==> src/rtl/usb_token_controller_pkg.sv <==
// Shared types and CRC5 helper for the USB token decoder.
// The CRC5 function is also used by the bench to build stimulus.
package usb_token_controller_pkg;

    typedef enum logic [1:0] {
        SE0 = 2'b00,
        J   = 2'b01,
        K   = 2'b10,
        SE1 = 2'b11
    } d_port_t;

    typedef enum logic [3:0] {
        RESERVED = 4'b0000,
        OUT      = 4'b0001,
        IN       = 4'b1001,
        SOF      = 4'b0101,
        SETUP    = 4'b1101,
        DATA0    = 4'b0011,
        DATA1    = 4'b1011,
        ACK      = 4'b0010,
        NAK      = 4'b1010,
        STALL    = 4'b1110
    } pid_t;

    typedef enum logic [2:0] {
        IDLE,
        ADDR,
        CRC,
        EOP_WAIT,
        SKIP,
        LINE_IDLE
    } tok_state_t;

    // Serial CRC5 over {endp, addr}, bit 0 first; result already inverted.
    function automatic logic [4:0] crc5(input logic [10:0] d);
        logic [4:0] c;
        c = 5'b11111;
        for (int i = 0; i < 11; i++) begin
            if (c[0] ^ d[i])
                c = (c >> 1) ^ 5'b10100;
            else
                c = c >> 1;
        end
        return ~c;
    endfunction

    function automatic logic is_token_pid(input logic [7:0] b);
        logic good;
        good = (b[7:4] == ~b[3:0]);
        return good && (b[3:0] == OUT || b[3:0] == IN || b[3:0] == SETUP);
    endfunction

endpackage

==> src/rtl/usb_token_controller_crc5.sv <==
// Combinational CRC5 for token packets.
// Only built when USB_TOKEN_CRC5_CHECK_EN is defined.
`ifdef USB_TOKEN_CRC5_CHECK_EN
module usb_crc5
    import usb_token_controller_pkg::*;
(
    input  logic [10:0] data_i,
    output logic [4:0]  crc_o
);

    assign crc_o = crc5(data_i);

endmodule
`endif

==> src/rtl/usb_token_controller.sv <==
// Low-speed USB receive-side token decoder (PID/ADDR/ENDP/CRC5).
// Define USB_TOKEN_CRC5_CHECK_EN to gate acceptance on the CRC5 field.
module usb_token_controller
    import usb_token_controller_pkg::*;
(
    input  logic       clk,
    input  logic       reset,
    input  d_port_t    line_state,
    output logic [7:0] tx_data,
    output logic       tx_valid,
    input  logic       tx_ready,
    input  logic [7:0] rx_data,
    input  logic       rx_active,
    input  logic       rx_valid,
    input  logic       rx_error,
    output pid_t       pid,
    output logic [6:0] address,
    output logic [3:0] end_point,
    output logic       token_valid
);

    tok_state_t state_q, state_d;
    pid_t       pid_cap_q, pid_cap_d;
    logic [6:0] addr_cap_q, addr_cap_d;
    logic [3:0] endp_cap_q, endp_cap_d;
    pid_t       pid_q, pid_d;
    logic [6:0] address_q, address_d;
    logic [3:0] endp_q, endp_d;
    logic       tv_q, tv_d;
    logic       se0;
    logic       crc_ok;
    logic       unused_tx_ready;

    assign unused_tx_ready = tx_ready;
    assign se0 = (line_state == SE0);

`ifdef USB_TOKEN_CRC5_CHECK_EN
    logic [4:0] crc_cap_q, crc_cap_d;
    logic [4:0] crc_calc;

    usb_crc5 u_crc5 (
        .data_i ({endp_cap_q, addr_cap_q}),
        .crc_o  (crc_calc)
    );

    assign crc_ok = (crc_calc == crc_cap_q);

    always_ff @(posedge clk) begin
        if (reset) crc_cap_q <= '0;
        else       crc_cap_q <= crc_cap_d;
    end
`else
    assign crc_ok = 1'b1;
`endif

    always_comb begin
        state_d    = state_q;
        pid_cap_d  = pid_cap_q;
        addr_cap_d = addr_cap_q;
        endp_cap_d = endp_cap_q;
        pid_d      = pid_q;
        address_d  = address_q;
        endp_d     = endp_q;
        tv_d       = 1'b0;
`ifdef USB_TOKEN_CRC5_CHECK_EN
        crc_cap_d  = crc_cap_q;
`endif
        if (rx_error) begin
            state_d = SKIP;
        end else if (!rx_active &&
                     (state_q == ADDR || state_q == CRC ||
                      state_q == EOP_WAIT)) begin
            state_d = IDLE;
        end else begin
            unique case (state_q)
                IDLE: begin
                    if (rx_valid) begin
                        if (is_token_pid(rx_data)) begin
                            pid_cap_d = pid_t'(rx_data[3:0]);
                            state_d   = ADDR;
                        end else begin
                            state_d = SKIP;
                        end
                    end
                end
                ADDR: begin
                    if (rx_valid) begin
                        addr_cap_d    = rx_data[6:0];
                        endp_cap_d[0] = rx_data[7];
                        state_d       = CRC;
                    end else if (se0) begin
                        state_d = LINE_IDLE;
                    end
                end
                CRC: begin
                    if (rx_valid) begin
                        endp_cap_d[3:1] = rx_data[2:0];
`ifdef USB_TOKEN_CRC5_CHECK_EN
                        crc_cap_d = rx_data[7:3];
`endif
                        state_d = EOP_WAIT;
                    end else if (se0) begin
                        state_d = LINE_IDLE;
                    end
                end
                EOP_WAIT: begin
                    if (rx_valid) begin
                        state_d = SKIP;
                    end else if (se0) begin
                        if (crc_ok) begin
                            tv_d      = 1'b1;
                            pid_d     = pid_cap_q;
                            address_d = addr_cap_q;
                            endp_d    = endp_cap_q;
                        end
                        state_d = LINE_IDLE;
                    end
                end
                SKIP: begin
                    if (se0) state_d = LINE_IDLE;
                end
                LINE_IDLE: begin
                    if (!se0) state_d = IDLE;
                end
                default: state_d = IDLE;
            endcase
        end
    end

    always_ff @(posedge clk) begin
        if (reset) begin
            state_q    <= IDLE;
            pid_cap_q  <= RESERVED;
            addr_cap_q <= '0;
            endp_cap_q <= '0;
            pid_q      <= RESERVED;
            address_q  <= '0;
            endp_q     <= '0;
            tv_q       <= 1'b0;
        end else begin
            state_q    <= state_d;
            pid_cap_q  <= pid_cap_d;
            addr_cap_q <= addr_cap_d;
            endp_cap_q <= endp_cap_d;
            pid_q      <= pid_d;
            address_q  <= address_d;
            endp_q     <= endp_d;
            tv_q       <= tv_d;
        end
    end

    assign tx_data     = 8'h00;
    assign tx_valid    = 1'b0;
    assign pid         = pid_q;
    assign address     = address_q;
    assign end_point   = endp_q;
    assign token_valid = tv_q;

endmodule

==> config.mk <==
export PLATFORM = sky130hd
export DESIGN_NAME = usb_token_controller
export DESIGN_NICKNAME = d
export VERILOG_FILES = /design/src/rtl/usb_token_controller_pkg.sv /design/src/rtl/usb_token_controller_crc5.sv /design/src/rtl/usb_token_controller.sv
export SDC_FILE = /design/constraint.sdc
export NUM_CORES = 1
export LEC_CHECK = 0
export CAP_MARGIN = 20
export CORE_UTILIZATION = 35
export CTS_BUF_LIST = sky130_fd_sc_hd__clkbuf_16
export DETAILED_ROUTE_END_ITERATION = 8
export DONT_BUFFER_PORTS = 1
export GPL_TIMING_DRIVEN = 0
export SYNTH_ARGS = -nofsm -noshare
export SYNTH_HDL_FRONTEND = slang
export SYNTH_SLANG_ARGS = --single-unit
==> constraint.sdc <==
create_clock -name clk -period 3.1 [get_ports clk]
set_input_delay 0.62 -clock clk [delete_from_list [all_inputs] [get_ports clk]]
set_output_delay 0.62 -clock clk [all_outputs]
set_load 0.01 [all_outputs]
==> impl_metrics.json <==
{
  "synth_warnings": 0,
  "htree_num_levels": 2,
  "path_max_fanout": 10,
  "synth_top_family_by_area": "simple AND/OR/NAND/NOR gates",
  "synthMuxAreaShare_pct": 19.05,
  "crit_type": "input port to flip-flop",
  "vdd.ir_drop.worst_uv": 442.8,
  "slew_headroom_pct": 62.94,
  "dieWidth_um": 66.84,
  "gp_congestion": 0.8741,
  "cts_max_path_buffers": 2,
  "crit_path_end_kind": "flip-flop",
  "synth_area_per_cell_um2": 9.617,
  "design_area_mm2": 0.001753,
  "overflow": 0,
  "min_path_type": "flip-flop to flip-flop",
  "grt_pass1_wl_um": 4664,
  "path_clk_slew_ps": 60,
  "wirelength_um": 2903,
  "finalSetupViolCount": 0,
  "cts_resized": 0,
  "antenna_found_initial": 0,
  "start_kind": "input port",
  "initial_core_util_pct": 36.52,
  "grt_pass1_vias": 1026,
  "nNetsFinal": 184,
  "cts_tree": "yes",
  "crit_chain": "clkbuf_1, nor3_1, nand4_2, buf_2, mux2i_1, nor2_1",
  "grt_max_degree": 12,
  "die_area_mm2": 0.004468,
  "leakagePower_nw": 0.8001,
  "areaGrowthSynthToFinish_pct": 19.13,
  "top_level_ports": 41,
  "rows": 23,
  "post_cts_buffers": 0,
  "synthArstFlopShare_pct": 0,
  "synth_ff_type": "dfxtp_1",
  "die_y_um": 66.84,
  "whs_ps": 476.6,
  "critPathMaxStageDelay_ps": 340,
  "mostFrequentLayoutCells": "nor2_1 (34), dfxtp_1 (34), mux2i_1 (28)",
  "synth-xor-area-share_pct": 0.5952,
  "p_per_area_mw_per_mm2": 644.0,
  "total_power_w": 0.001129,
  "cts.sinks": 34,
  "placement.io_buffers": 0,
  "report.final.hold_viol_count": 0,
  "worst_pin_slew_ps": 554.2,
  "clk-insertion-delay-late_ps": 280,
  "yosys.area_share.simple_pct": 20.07,
  "cpMaxStageDelayCell": "buf_2",
  "drc": 0,
  "grt_use_total_pct": 14.68,
  "ys_seq_area_share_pct": 46.26,
  "period_share_pct": 59.73,
  "cts-root-buf": "clkbuf_16",
  "cts_buffers": 5,
  "dp_hpwl_um": 2140,
  "vias": 1090,
  "instances_no_fill": 219,
  "drtPass1Iterations": 4,
  "vias_per_cell": 4.977,
  "synth_compound_area_share_pct": 5.612,
  "required_ps": 3250,
  "max_freq_ghz": 0.5401,
  "period_needed_ps": 1852,
  "ys_seq_elements": 34,
  "wl_per_cell_um": 13.26,
  "rsz0062_at_grt": "false",
  "finalMaxSlewViolations": 0,
  "antenna_left": 0,
  "cap_viol_max_count": 0,
  "synth-edff-count": 0,
  "numPlacedInstances": 211,
  "layout-drive-gt1-share_pct": 14.79,
  "ys_types": 35,
  "dpl_cell_area_mm2": 0.001564,
  "hold_buffers": 0,
  "synthAdderAreaFrac_pct": 0,
  "status": "finished clean",
  "finClkSkew_ps": 6.106,
  "synthCells": 153,
  "n_antenna_cell": 0,
  "crit_arrival_ps": 2000,
  "netlist_area_mm2": 0.001471,
  "finalSetupTns_ps": 0,
  "core_area_mm2": 0.004029,
  "dr.first_iter.drc_count": 59
}
-- state kept, by name, indices dropped and copies added, names as in the netlist --
register	cells
addr_cap_q	7
address	7
end_point	4
endp_cap_q	4
pid	4
pid_cap_q	4
state_q	3
token_valid	1
-- cell type report --
type | instances | area (µm²)
sequential | 34 | 680.7
inverter | 2 | 7.507
tap | 50 | 62.56
fill | 417 | 2276
buffer | 18 | 112.6
clock buffer | 5 | 125.1
clock inverter | 3 | 63.81
multi-input combinational | 107 | 700.7
-- synth_stat cells, types with 2 or more instances --
library cell,count,share of area [%]
inv_1,2,0.51
dfxtp_1,34,46
mux2i_1,28,19
nand3_1,2,0.68
nand2b_1,4,1.7
nor3_1,3,1.0
clkbuf_1,4,1.0
nand2_1,3,0.77
nor2_1,34,8.7
o21ai_0,2,0.68
nor3b_1,3,1.5
buf_2,2,0.68
buf_4,9,4.6
nor2b_1,2,0.85
-- final timing paths --
| kind | startpoint | endpoint | slack (ps) | cells after the start |
|---|---|---|---|---|
| worst max-delay path | rx_valid | address[1] | 1250 | 6 |
| worst min-delay path | pid_cap_q[1] | pid_cap_q[1] | 480 | 1 |
| worst min register to register | pid_cap_q[1] | pid_cap_q[1] | 480 | 1 |
| worst max register to register | state_q[2] | address[1] | 1310 | 6 |
-- report_power, final --
group          internal, W   total, W  switching, W  leakage (nW)
combinational    0.0000241  0.0000544     0.0000303         0.434
clock             0.000457   0.000633      0.000176        0.0915
sequential        0.000440   0.000441    0.00000100         0.274
-- layer usage --
layer  track usage, %  wire (µm)
met4            7.181         60
met1            15.92       1203
met2            23.61       1353
met5                0          0
met3            7.192        286
-- cell families (layout without fill, tap and decap cells) --
family,count (synthesis),count (layout)
and+or+nand+nor,58,58
DFF,34,34
muxes,28,28
buffers and inverters,20,28
AOI/OAI and AO/OA,11,11
other,1,9
xor gates and xnor gates,1,1
-- stage by stage --
step / utilization [%] / setup slack [ps]
final: 43.51 / 1248
after floorplan: - / 1233
after global routing: 43.51 / 1133
after detailed placement: 38.82 / 964.4
after global placement: 38.82 / 1002
after CTS: 43.51 / 1237
-- worst max-delay path: cells and delay by family --
family                 cells  cell delay, ps
and+or+nand+nor            3             690
muxes                      1             180
buffers and inverters      2             510
Note: power is estimated with default switching activity, not from simulation.
